$ cat src/rtl/square_wave_gen.sv
// rtl/square_wave_gen.sv - programmable square-wave generator with independent high/low lengths
//
// Purpose: squareOut is high for m time units, then low for n time units, and
// repeats. One time unit is TICK_DIV clock cycles. Each phase length is
// captured when that phase starts, so changing m or n only affects the next
// phase of that type.
//
// Ports:
//   clk       - system clock, rising edge active
//   reset     - asynchronous active-low reset
//   m         - high-phase length in time units
//   n         - low-phase length in time units
//   squareOut - registered square-wave output
module square_wave_gen #(
    parameter int TICK_DIV = 10,
    parameter int W        = 4
) (
    input  logic         clk,
    input  logic         reset,
    input  logic [W-1:0] m,
    input  logic [W-1:0] n,
    output logic         squareOut
);

    // The counter must reach the longest phase, (2^W-1)*TICK_DIV-1.
    localparam int MAX_CYC = ((2 ** W) - 1) * TICK_DIV;
    localparam int CW      = $clog2(MAX_CYC + 1);

    typedef enum logic {
        OFF = 1'b0,
        ON  = 1'b1
    } state_t;

    state_t        state;
    logic [CW-1:0] cnt;
    logic [CW-1:0] term;
    logic          start;

    logic [CW-1:0] m_term;
    logic [CW-1:0] n_term;
    logic          m_nz;
    logic          n_nz;
    logic          go_off;

    // Terminal counts for a phase. A value is used only when its length is
    // nonzero, so the wrap for a length of 0 does not matter.
    always_comb begin
        m_nz   = (m != '0);
        n_nz   = (n != '0);
        m_term = CW'(m) * CW'(TICK_DIV) - CW'(1);
        n_term = CW'(n) * CW'(TICK_DIV) - CW'(1);
        // When an ON phase ends, the next phase is OFF if n allows it.
        // When starting from OFF or idle, the next phase is ON if m allows it.
        if (state == ON) begin
            go_off = n_nz;
        end else begin
            go_off = !m_nz && n_nz;
        end
    end

    always_ff @(posedge clk or negedge reset) begin
        if (!reset) begin
            state     <= OFF;
            squareOut <= 1'b0;
            cnt       <= '0;
            term      <= '0;
            start     <= 1'b1;
        end else if (start || (cnt == term)) begin
            // A phase boundary. With start set (after reset, or while both
            // lengths are zero) this branch runs every cycle, so m and n are
            // re-sampled until one of them becomes nonzero.
            cnt <= '0;
            if (go_off) begin
                state     <= OFF;
                squareOut <= 1'b0;
                term      <= n_term;
                start     <= 1'b0;
            end else if (m_nz) begin
                state     <= ON;
                squareOut <= 1'b1;
                term      <= m_term;
                start     <= 1'b0;
            end else begin
                state     <= OFF;
                squareOut <= 1'b0;
                term      <= '0;
                start     <= 1'b1;
            end
        end else begin
            cnt <= cnt + CW'(1);
        end
    end

endmodule

$ cat config.mk
export PLATFORM = sky130hd
export DESIGN_NAME = square_wave_gen
export DESIGN_NICKNAME = d
export VERILOG_FILES = /design/src/rtl/square_wave_gen.sv
export SDC_FILE = /design/constraint.sdc
export NUM_CORES = 1
export LEC_CHECK = 0
export BUFFER_PORTS_ARGS = -buffer_cell sky130_fd_sc_hd__buf_4
export CORE_MARGIN = 2
export CORE_UTILIZATION = 25
export DETAILED_ROUTE_END_ITERATION = 12
export HOLD_SLACK_MARGIN = 0.02
export PLACE_DENSITY = 0.51
export SLEW_MARGIN = 20
export SYNTH_ARGS = -nofsm -noshare
export SYNTH_HDL_FRONTEND = slang
export SYNTH_SLANG_ARGS = --single-unit
$ cat constraint.sdc
create_clock -name clk -period 3.9 [get_ports clk]
set_input_delay 0.78 -clock clk [delete_from_list [all_inputs] [get_ports clk]]
set_output_delay 0.78 -clock clk [all_outputs]
set_load 0.01 [all_outputs]
## Yosys cells after proc, flatten, opt, wreduce, memory -nomap -nowiden

Cells that the tools add are included.

| word-level totals | value |
|---|---|
| bits in registers | 18 |
| input port bits | 10 |
| logic and storage cells | 23 |
| output and inout port bits | 1 |

| operators by class | value |
|---|---|
| eq/ne operators | 1 |
| reductions and logical operators | 5 |
| mux-type cells | 8 |
| multipliers | 2 |
| add/sub/neg operators | 3 |

Operator list:

| operator | count |
|---|---|
| $mux W8 | 3 |
| $sub A8 B1 Y8 const B | 2 |
| $mul A4 B3 Y7 const B | 2 |
| $add A8 B1 Y8 const B | 1 |
| $eq A8 B8 Y1 | 1 |
| $reduce_bool A4 Y1 | 2 |
| $mux W1 | 5 |
| $logic_and A1 B1 Y1 | 1 |
| $logic_not A1 Y1 | 1 |
| $logic_or A1 B1 Y1 | 1 |

## Depth between registers and ports, before layout

Gate-level depths: netlist (run 1).

| logic depth | value |
|---|---|
| depth in word-level cells | 5 |
| mapped depth | 9 |
| depth with buffers taken out | 9 |

## Least setup slack after synthesis (run 1)

OpenSTA, ideal clock, no wires.

| path | value |
|---|---|
| path type | input port to flip-flop |
| start point | input m[1] |
| end point | register term[7] |
| stages | 8 |
| arrival | 2.668 ns |
| setup slack | 1.090 ns |
| path buffers | 0 |
| data required time | 3.758 ns |
| path through | ha_1 -> ha_1 -> fa_1 -> or2b_2 -> or3_1 -> a31oi_1 -> or2_1 -> a31oi_1 |

| on the way | value |
|---|---|
| longest elaborated chain between the ends | 5 |

Ends and longest elaborated chain:

| element | RTL line | text |
|---|---|---|
| start, declared | 20 | `input logic [W-1:0] m,` |
| parallel branches: the longest is 4 deep, another holds $sub A8 B1 Y8 | -- |  |
| $mux W8 (*) | 73 | `if (go_off) begin` |
| end signal, assigned | 76 | `term <= n_term;` |
| end signal, assigned | 81 | `term <= m_term;` |
| end, declared | 36 | `logic [CW-1:0] term;` |

Mark *: on every way between the ends.
A chain may end at the register's enable or synchronous reset.

## Final worst setup path (run 1)

| path | value |
|---|---|
| start point | input n[3] |
| end point | register term[7] |

| on the way | value |
|---|---|
| longest elaborated chain between the ends | 4 |

Ends and longest elaborated chain:

| element | RTL line | text |
|---|---|---|
| start, declared | 21 | `input logic [W-1:0] n,` |
| parallel branches: the longest is 3 deep, another holds $sub A8 B1 Y8 | -- |  |
| $mux W8 (*) | 73 |  |

Marks and branches as above.

==> flow_summary_export.csv, run 1 <==
group,metric,value,unit
setup_path,worst_setup_path_end_kind,"register",
min_path,holdCritPathClass,"in2async",
sta,fmax,0.349,GHz
setup_path,worstPathRequired,4.08,ns
setup_path,start_kind,"input pin",
floorplan,chipHeight,75.3,µm
yosys,synth_nets,156,
power_and_ir_drop,clockPowerShare,36.7,%
clock_tree,cts_hold_buf,0,
global_route,gr-usage-all-layers,9.65,%
power_and_ir_drop,net-switching-power,0.101,mW
floorplan,start_util,26.4,%
place,dpl.hpwl,1910,µm
sta,hold_viol,0,
routing,initialDrtViolationCount,34,
yosys,async_reset_ff_share,100,%
yosys,synth_area_per_cell,9.48,µm²
yosys,synth_flop_cell,"dfrtp_1",
clock_tree,cts.sinks,18,
flow_run,max_cap_viol_count,0,
power_and_ir_drop,powerDensity,278,nW/µm²
power_and_ir_drop,p_leak,0.643,nW
yosys,synth.cell_area,1270,µm²
power_and_ir_drop,comb_power_share,17.5,%
clock_tree,tritoncts,"done",
setup_path,crit_slowest_cell,"fa_1",
clock_tree,cts-htree-levels,1,
run_status,outcome,"finished, final reports clean",
place,portBuffers,10,
clock_tree,cts-root-buf,"clkbuf_8",
setup_path,reg2reg_from,"cnt[0]",
sta,layout_min_cycle_time,2.87,ns
sta,tightest_slew,0.850,ns
floorplan,ioPinCount,11,
yosys,synth_edf_count,0,
yosys,synth.yosys.seq_area_share,35.6,%
sta,finalCritPeriodShare,73.5,%
cells_and_area,syn_to_final_growth,15.8,%
routing,antenna_left,0,
setup_path,path_common_cell,"ha_1",
cells_and_area,fin_nets,168,
clock_tree,post_cts_buffers,0,
sta,fin_setup_tns,0,ns
clock_tree,path_clk_slew,0.07,ns
routing,remaining_drc_errors,0,
routing,vias,962,
sta,finalSetupViolations,0,
cells_and_area,final_common_cell,"nor2_1",
setup_path,critPathMaxFanout,6,
setup_path,r2r_cells,5,
sta,finalClockSkew,0.00114,ns
global_route,grt_max_degree,26,
routing,firstDrtPassIters,4,
clock_tree,clkLatencyLatePin,0.25,ns
routing,avgViaCountPerCell,4.54,
cells_and_area,drive_gt1_share,11.7,%
global_route,antenna_found_initial,0,
clock_tree,cts_buffers,3,
setup_path,critical-path-max-stage-delay,0.53,ns
yosys,ys_ff_latch,18,
setup_path,worstSetupPathType,"in2reg",
yosys,ys_warn_count,0,
cells_and_area,antenna_cells,0,
power_and_ir_drop,vdd.ir_drop.worst,0.000110,V
sta,rsz0062_at_grt,"false",
clock_tree,post_cts_resized,0,
global_route,busiest_layer,"met2",
floorplan,rows,25,
sta,slew_headroom,43.3,%
yosys,synth_cells,134,
global_route,overflow,0,
global_route,grt_pass1_vias,958,
floorplan,core-area,4820,µm²
routing,wl_per_cell,11.8,µm
routing,wirelength,2510,µm
power_and_ir_drop,total_power,0.408,mW
setup_path,reg2reg_to,"term[3]",
floorplan,fp.dieArea,5670,µm²
global_route,grt_pass1_wl,4280,µm
global_route,use_met1,13.2,%
sta,slew_viol_final,0,
place,place.gp.congestion,0.791,
global_route,met2_usage,15.3,%
power_and_ir_drop,switching_share,24.6,%
clock_tree,cts_buffer_depth,2,
yosys,yosysUniqueCellTypes,35,
power_and_ir_drop,pwr-share-seq,45.7,%
setup_path,arrival,3.04,ns
global_route,use_met3,2.41,%
setup_path,ff2ff_setup_slack,1.65,ns
floorplan,die-width,75.3,µm
power_and_ir_drop,internal_power,0.308,mW
setup_path,crit_chain,"buf_4, ha_1, ha_1, inv_1, fa_1, nor4bb_1, and3b_1, o21ai_0, a21o_1, a31oi_1",
cells_and_area,final_cell_mix,"20 x nor2_1, 17 x dfrtp_1, 14 x xor2_1, 10 x ha_1, 10 x buf_4",
-- layout make-up --
cell class	instances	area [µm²]
Tap cell	67	83.8
Fill cell	527	3350
Clock buffer	4	55.1
Inverter	9	33.8
Timing Repair Buffer	10	75.1
Multi-Input combinational cell	104	771
Sequential cell	18	452
-- how the worst max path moves through the flow --
stage / startpoint / end / slack, ns / cells after the start
after floorplan: m[1] / term[7] / 1.09 / 8
after global placement: m[1] / term[7] / 0.82 / 9
after detailed placement: m[1] / term[7] / 0.77 / 8
after CTS: m[1] / term[7] / 1.02 / 8
after global routing: n[3] / term[7] / 0.82 / 10
final: n[3] / term[7] / 1.03 / 10
-- routing by layer --
layer	up-vias	routed length [µm]	part of all wire [%]
met5	-	0	0
met4	0	27	1.1
met3	4	66	2.6
met2	14	1150	46
met1	449	1260	50
li1	495	-	-
-- sequential cells by signal, indices dropped and copies added, names as in the netlist --
register and flops:
start 1, state 1, term 8, cnt 8
-- power by group through the flow --
| stage | clock network, mW | registers [mW] | logic (mW) |
|---|---|---|---|
| 3_5_place_dp | 0 | 0.190 | 0.0711 |
| 3_3_place_gp | 0 | 0.190 | 0.0688 |
| 4_1_cts | 0.154 | 0.187 | 0.0717 |
| 5_1_grt | 0.163 | 0.186 | 0.0798 |
| 2_1_floorplan | 0 | 0.190 | 0.0453 |
| 6_report | 0.150 | 0.187 | 0.0717 |
-- worst max-delay path: cells and delay by family --
kind | cells | cell delay, ns
buffers and inverters | 2 | 0.19
AOI/OAI and AO/OA | 3 | 0.41
and+or+nand+nor | 2 | 0.67
adders and majority gates | 3 | 0.97
-- cell usage after synthesis, types with 2 or more instances --
cell | count | area [µm²]
fa_1 | 2 | 40.0
nor4_1 | 3 | 18.8
xnor2_1 | 8 | 70.1
inv_1 | 9 | 33.8
o221ai_1 | 4 | 35.0
ha_1 | 10 | 125
o211ai_1 | 2 | 15.0
and3b_1 | 2 | 17.5
o21a_1 | 4 | 30.0
nor2_1 | 20 | 75.1
buf_2 | 2 | 10.0
a21oi_1 | 5 | 25.0
a31oi_1 | 2 | 12.5
nand3_1 | 6 | 30.0
o21ai_1 | 3 | 15.0
o21ai_0 | 2 | 10.0
nand2_1 | 2 | 7.51
and3_1 | 2 | 12.5
dfrtp_1 | 17 | 425
xor2_1 | 14 | 123
-- logic make-up after synthesis --
logic type	after synthesis	share of synthesized area, %
multiplexers	1	0.788
buffers and inverters	12	3.74
flip-flops	18	35.6
adder cells (fa/ha/maj)	12	13.0
XOR/XNOR	22	15.2
AO/OA/AOI/OAI	26	14.4
AND/OR/NAND/NOR	43	17.3
-- metrics by stage --
step | std cells | hold slack (ns) | util [%] | worst slack (ns) | instance area (µm²)
2_1_floorplan | 134 | 0.483 | - | 1.09 | 1270
3_3_place_gp | 208 | 0.498 | 29.4 | 0.821 | 1420
3_5_place_dp | 208 | 0.502 | 29.4 | 0.765 | 1420
4_1_cts | 212 | 0.385 | 30.5 | 1.02 | 1470
5_1_grt | 212 | 0.388 | 30.5 | 0.823 | 1470
6_report | 212 | 0.381 | 30.5 | 1.03 | 1470
No activity file was read; power rests on OpenSTA's default activity.
==> run 2: changes to the inputs <==
==> constraint.sdc (replaced) <==
create_clock -name clk -period 2.8 [get_ports clk]
set_input_delay 0.56 -clock clk [delete_from_list [all_inputs] [get_ports clk]]
set_output_delay 0.56 -clock clk [all_outputs]
set_load 0.01 [all_outputs]
==> run 2 against run 1 <==
Against the previous run:
- largest cell class unchanged
- non-clock buffer count rose by 6
- cell count rose by 2.8%
- via count grew 0.31%
- setup slack lost 0.74 ns
- die area stayed put
- largest power group unchanged
==> flow_summary_export.csv, run 2 (same netlist as run 1, synthesis figures left out) <==
group,metric,value,unit
power_and_ir_drop,powerDensity,378,nW/µm²
place,place.gp.congestion,0.818,
floorplan,core-area,4820,µm²
clock_tree,cts-htree-levels,1,
clock_tree,tritoncts,"done",
routing,avgViaCountPerCell,4.43,
run_status,outcome,"finished, final reports clean",
routing,antenna_left,0,
place,dpl.hpwl,2020,µm
cells_and_area,post-route-cell-area,1520,µm²
global_route,overflow,0,
routing,wirelength,2470,µm
sta,finalClockSkew,0.00190,ns
setup_path,path_delay_family,"adder cells",
sta,finalSetupViolations,0,
setup_path,critical-path-max-stage-delay,0.46,ns
cells_and_area,syn_to_final_growth,19.8,%
sta,slew_viol_final,0,
setup_path,crit_buf_inv,1,
sta,fin_setup_tns,0,ns
floorplan,fp.dieArea,5670,µm²
clock_tree,cts-root-buf,"clkbuf_8",
setup_path,worstPathRequired,2.90,ns
clock_tree,cts.sinks,18,
clock_tree,cts_buffer_depth,2,
sta,rsz0062_at_grt,"false",
cells_and_area,drive_gt1_share,15.9,%
global_route,grt_pass1_vias,924,
clock_tree,cts_buffers,3,
cells_and_area,fin_util,31.6,%
sta,finalCritPeriodShare,89.4,%
cells_and_area,final_common_cell,"nor2_1",
power_and_ir_drop,p_leak,0.673,nW
setup_path,worst_setup_path_end_kind,"register",
flow_run,max_cap_viol_count,0,
clock_tree,clkLatencyLatePin,0.25,ns
global_route,grt_max_degree,19,
floorplan,die-width,75.3,µm
setup_path,ff2ff_setup_slack,0.79,ns
cells_and_area,antenna_cells,0,
floorplan,ioPinCount,11,
setup_path,crit_chain,"buf_4, ha_1, ha_1, fa_1, or2b_2, or3_1, a31oi_1, or2_1, a31oi_1",
routing,remaining_drc_errors,0,
setup_path,crit_slowest_cell,"fa_1",
routing,initialDrtViolationCount,15,
routing,vias,965,
global_route,antenna_found_initial,0,
setup_path,start_kind,"input pin",
setup_path,worstSetupPathType,"in2reg",
clock_tree,path_clk_slew,0.07,ns
routing,wl_per_cell,11.3,µm
global_route,grt_pass1_wl,4240,µm
sta,tightest_slew,0.601,ns
cells_and_area,biggestRegsByFlops,"cnt x8, term x8",
floorplan,rows,25,
sta,fmax,0.399,GHz
power_and_ir_drop,vdd.ir_drop.worst,0.000167,V
place,post_dp_cell_area,1460,µm²
min_path,holdCritPathClass,"in2async",
setup_path,critPathMaxFanout,6,
sta,slew_headroom,59.5,%
floorplan,start_util,26.4,%
floorplan,chipHeight,75.3,µm
routing,firstDrtPassIters,4,
place,portBuffers,10,
clock_tree,cts_hold_buf,0,
sta,hold_viol,0,
cells_and_area,final_cell_mix,"20 x nor2_1, 17 x dfrtp_1, 16 x buf_4, 14 x xor2_1, 10 x ha_1",
setup_path,arrival,2.61,ns
cells_and_area,fin_nets,174,
sta,layout_min_cycle_time,2.50,ns
global_route,gr-usage-all-layers,9.51,%
## run 2: cell count changes in the layout (fill, tap and decap cells not counted), sizes merged
cell / previous run / this run
buf: 10 / 16
## run 2: final timing paths
check / start / to / cells after the start
hold reg to reg: term[5] / term[5] / 1
setup reg to reg: cnt[2] / term[5] / 5
min in group clk: term[5] / term[5] / 1
max in group asynchronous: reset / start / 1
hold / removal: reset / cnt[2] / 1
setup / recovery: m[1] / term[7] / 9
## run 2: what timing repair did
action | 4_1_cts | 5_1_grt
setup endpoints to repair | 0 | 1
setup buffers | 0 | 0
resized for setup | 0 | 1
## run 2: layout make-up
| type | count | area, µm² |
|---|---|---|
| Clock buffer | 4 | 55.1 |
| Fill cell | 522 | 3300 |
| Inverter | 9 | 33.8 |
| Multi-Input combinational cell | 104 | 777 |
| Sequential cell | 18 | 452 |
| Tap cell | 67 | 83.8 |
| Timing Repair Buffer | 16 | 120 |
## run 2: worst reg2reg max path, stage by stage, from the launching register on
cell and delay [ns]:
dfrtp_1 0.44, xor2_1 0.17, nor4_1 0.31, a41o_1 0.59, o221ai_1 0.25, o21a_1 0.15
## run 2: power by group
part / switching [mW] / internal (mW)
combinational: 0.0572 / 0.0498
sequential: 0 / 0.260
clock: 0.0832 / 0.125
total: 0.140 / 0.435
## run 2: through the flow
step,hold slack [ns],total power [mW],worst slack [ns],cells
after CTS,0.169,0.581,0.191,218
after detailed placement,0.442,0.371,-0.0556,214
after floorplan,0.264,0.328,0.210,134
after global placement,0.437,0.368,0.0102,214
final,0.164,0.575,0.296,218
after global routing,0.170,0.607,0.118,218
## run 2: per-layer routing
| metal | wire [µm] | vias up | global-route usage [%] |
|---|---|---|---|
| met4 | 7 | 0 | 0.585 |
| met1 | 1230 | 446 | 13.6 |
| li1 | - | 506 | - |
| met3 | 63 | 2 | 2.41 |
| met5 | 0 | - | 0 |
| met2 | 1170 | 11 | 15.2 |
==> run 3: changes to the inputs <==
--- a/config.mk
+++ b/config.mk
@@ -7,10 +7,10 @@
 export LEC_CHECK = 0
 export BUFFER_PORTS_ARGS = -buffer_cell sky130_fd_sc_hd__buf_4
 export CORE_MARGIN = 2
-export CORE_UTILIZATION = 25
+export CORE_UTILIZATION = 58
 export DETAILED_ROUTE_END_ITERATION = 12
 export HOLD_SLACK_MARGIN = 0.02
-export PLACE_DENSITY = 0.51
+export PLACE_DENSITY = 0.89
 export SLEW_MARGIN = 20
 export SYNTH_ARGS = -nofsm -noshare
 export SYNTH_HDL_FRONTEND = slang
==> run 3 against run 2 <==
Against the previous run:
- count of clock-buffer cells in the layout unchanged
- hold slack worse by 0.064 ns
- via count up 6.8%
- maximum frequency down 0.11%
- register-to-register slack about the same
- sequential power about the same
- critical path type unchanged
==> flow_summary_export.csv, run 3 (same netlist as run 1, synthesis figures left out) <==
group,metric,value,unit
run_status,outcome,"finished, final reports clean",
global_route,overflow,0,
global_route,antenna_found_initial,0,
power_and_ir_drop,vdd.ir_drop.worst,0.000253,V
routing,wirelength,2380,µm
clock_tree,cts.sinks,18,
cells_and_area,fin_nets,173,
cells_and_area,fin_util,71.2,%
floorplan,chipHeight,50.8,µm
floorplan,ioPinCount,11,
sta,finalClockSkew,0.0108,ns
clock_tree,cts-htree-levels,1,
clock_tree,clkLatencyLatePin,0.30,ns
power_and_ir_drop,powerDensity,364,nW/µm²
setup_path,critical-path-max-stage-delay,0.62,ns
power_and_ir_drop,clockPowerShare,30.4,%
cells_and_area,biggestRegsByFlops,"cnt x8, term x8",
clock_tree,path_clk_slew,0.10,ns
setup_path,r2r_cells,6,
setup_path,crit_chain,"buf_4, ha_1, ha_1, or4_1, or3_1, a31oi_1, or2_1, a31oi_1",
global_route,grt_max_degree,19,
routing,antenna_left,0,
routing,firstDrtPassIters,4,
cells_and_area,antenna_cells,0,
power_and_ir_drop,pwr-share-seq,49.7,%
sta,slew_viol_final,0,
power_and_ir_drop,comb_power_share,19.9,%
cells_and_area,drive_gt1_share,14.7,%
power_and_ir_drop,total_power,0.523,mW
power_and_ir_drop,p_leak,0.660,nW
place,dpl.hpwl,1930,µm
sta,finalCritPeriodShare,89.5,%
clock_tree,cts_buffer_depth,2,
power_and_ir_drop,switching_share,26.0,%
setup_path,crit_slowest_cell,"or4_1",
global_route,gr-usage-all-layers,21.6,%
sta,finalSetupViolations,0,
global_route,grt_pass1_wl,4230,µm
clock_tree,post_cts_buffers,0,
sta,rsz0062_at_grt,"false",
clock_tree,cts_hold_buf,0,
floorplan,core-area,2020,µm²
sta,fmax,0.399,GHz
sta,hold_viol,0,
setup_path,worst_setup_path_end_kind,"register",
sta,timing.final.ws_setup,0.293,ns
routing,remaining_drc_errors,0,
setup_path,worstSetupPathType,"in2reg",
floorplan,rows,16,
power_and_ir_drop,internal_power,0.387,mW
clock_tree,post_cts_resized,0,
cells_and_area,syn_to_final_growth,13.3,%
global_route,grt_pass1_vias,956,
sta,slew_headroom,64.7,%
floorplan,fp.dieArea,2580,µm²
min_path,holdCritPathClass,"in2async",
clock_tree,tritoncts,"done",
place,place.gp.congestion,0.871,
power_and_ir_drop,net-switching-power,0.136,mW
routing,wl_per_cell,13.5,µm
setup_path,critPathMaxFanout,6,
cells_and_area,final_cell_mix,"20 x nor2_1, 17 x dfrtp_1, 15 x buf_4, 14 x xor2_1, 10 x ha_1",
floorplan,die-width,50.8,µm
place,post_dp_cell_area,1400,µm²
cells_and_area,final_common_cell,"nor2_1",
cells_and_area,post-route-cell-area,1440,µm²
sta,layout_min_cycle_time,2.51,ns
flow_run,max_cap_viol_count,0,
sta,fin_setup_tns,0,ns
setup_path,reg2reg_to,"term[3]",
floorplan,start_util,62.8,%
setup_path,start_kind,"input pin",
setup_path,reg2reg_from,"cnt[2]",
place,dpl_worst_slack,0.00562,ns
routing,initialDrtViolationCount,11,
place,portBuffers,10,
clock_tree,cts-root-buf,"clkbuf_4",
setup_path,arrival,2.69,ns
routing,vias,1031,
setup_path,ff2ff_setup_slack,0.78,ns
sta,tightest_slew,0.526,ns
setup_path,worstPathRequired,2.98,ns
clock_tree,cts_buffers,3,
routing,avgViaCountPerCell,5.82,
run 3: worst max-delay path by stage:
stage	start	cells after the start	slack, ns	end
6_report	m[1]	8	0.29	term[7]
5_1_grt	n[3]	11	0.21	term[7]
4_1_cts	n[3]	10	0.32	term[7]
3_5_place_dp	m[1]	8	0.006	term[7]
3_3_place_gp	m[1]	8	0.07	term[7]
2_1_floorplan	m[1]	8	0.21	term[7]
run 3: layer usage:
layer | up-vias | share of wire, % | global-route usage (%)
met2 | 24 | 49 | 34.2
li1 | 503 | - | -
met5 | - | 0 | 0
met1 | 499 | 46 | 29.0
met4 | 0 | 1.4 | 7.66
met3 | 5 | 3.1 | 4.76
run 3: cell type report:
| class | count | area [µm²] |
|---|---|---|
| repair buffers | 15 | 113 |
| flip-flops and latches | 18 | 452 |
| inverters | 9 | 33.8 |
| clock buffers | 4 | 36.3 |
| well taps | 27 | 33.8 |
| fillers | 147 | 583 |
| multi-input cells | 104 | 771 |
run 3: power groups by stage:
| stage | combinational (mW) | clock (mW) | sequential (mW) |
|---|---|---|---|
| finish | 0.104 | 0.159 | 0.260 |
| global route | 0.117 | 0.176 | 0.260 |
| CTS | 0.104 | 0.165 | 0.260 |
| detailed placement | 0.104 | 0 | 0.265 |
| global placement | 0.0981 | 0 | 0.265 |
| floorplan | 0.0631 | 0 | 0.265 |
run 3: critical path, delay by kind of cell:
family	cells	cell delay [ns]
buf+inv	1	0.13
fa+ha+maj	2	0.61
compound gates	2	0.23
simple gates	3	1.15
run 3: stage by stage:
| step | instances | hold WS (ns) |
|---|---|---|
| 2_1_floorplan | 134 | 0.264 |
| 3_3_place_gp | 173 | 0.434 |
| 3_5_place_dp | 173 | 0.437 |
| 4_1_cts | 177 | 0.0977 |
| 5_1_grt | 177 | 0.105 |
| 6_report | 177 | 0.100 |
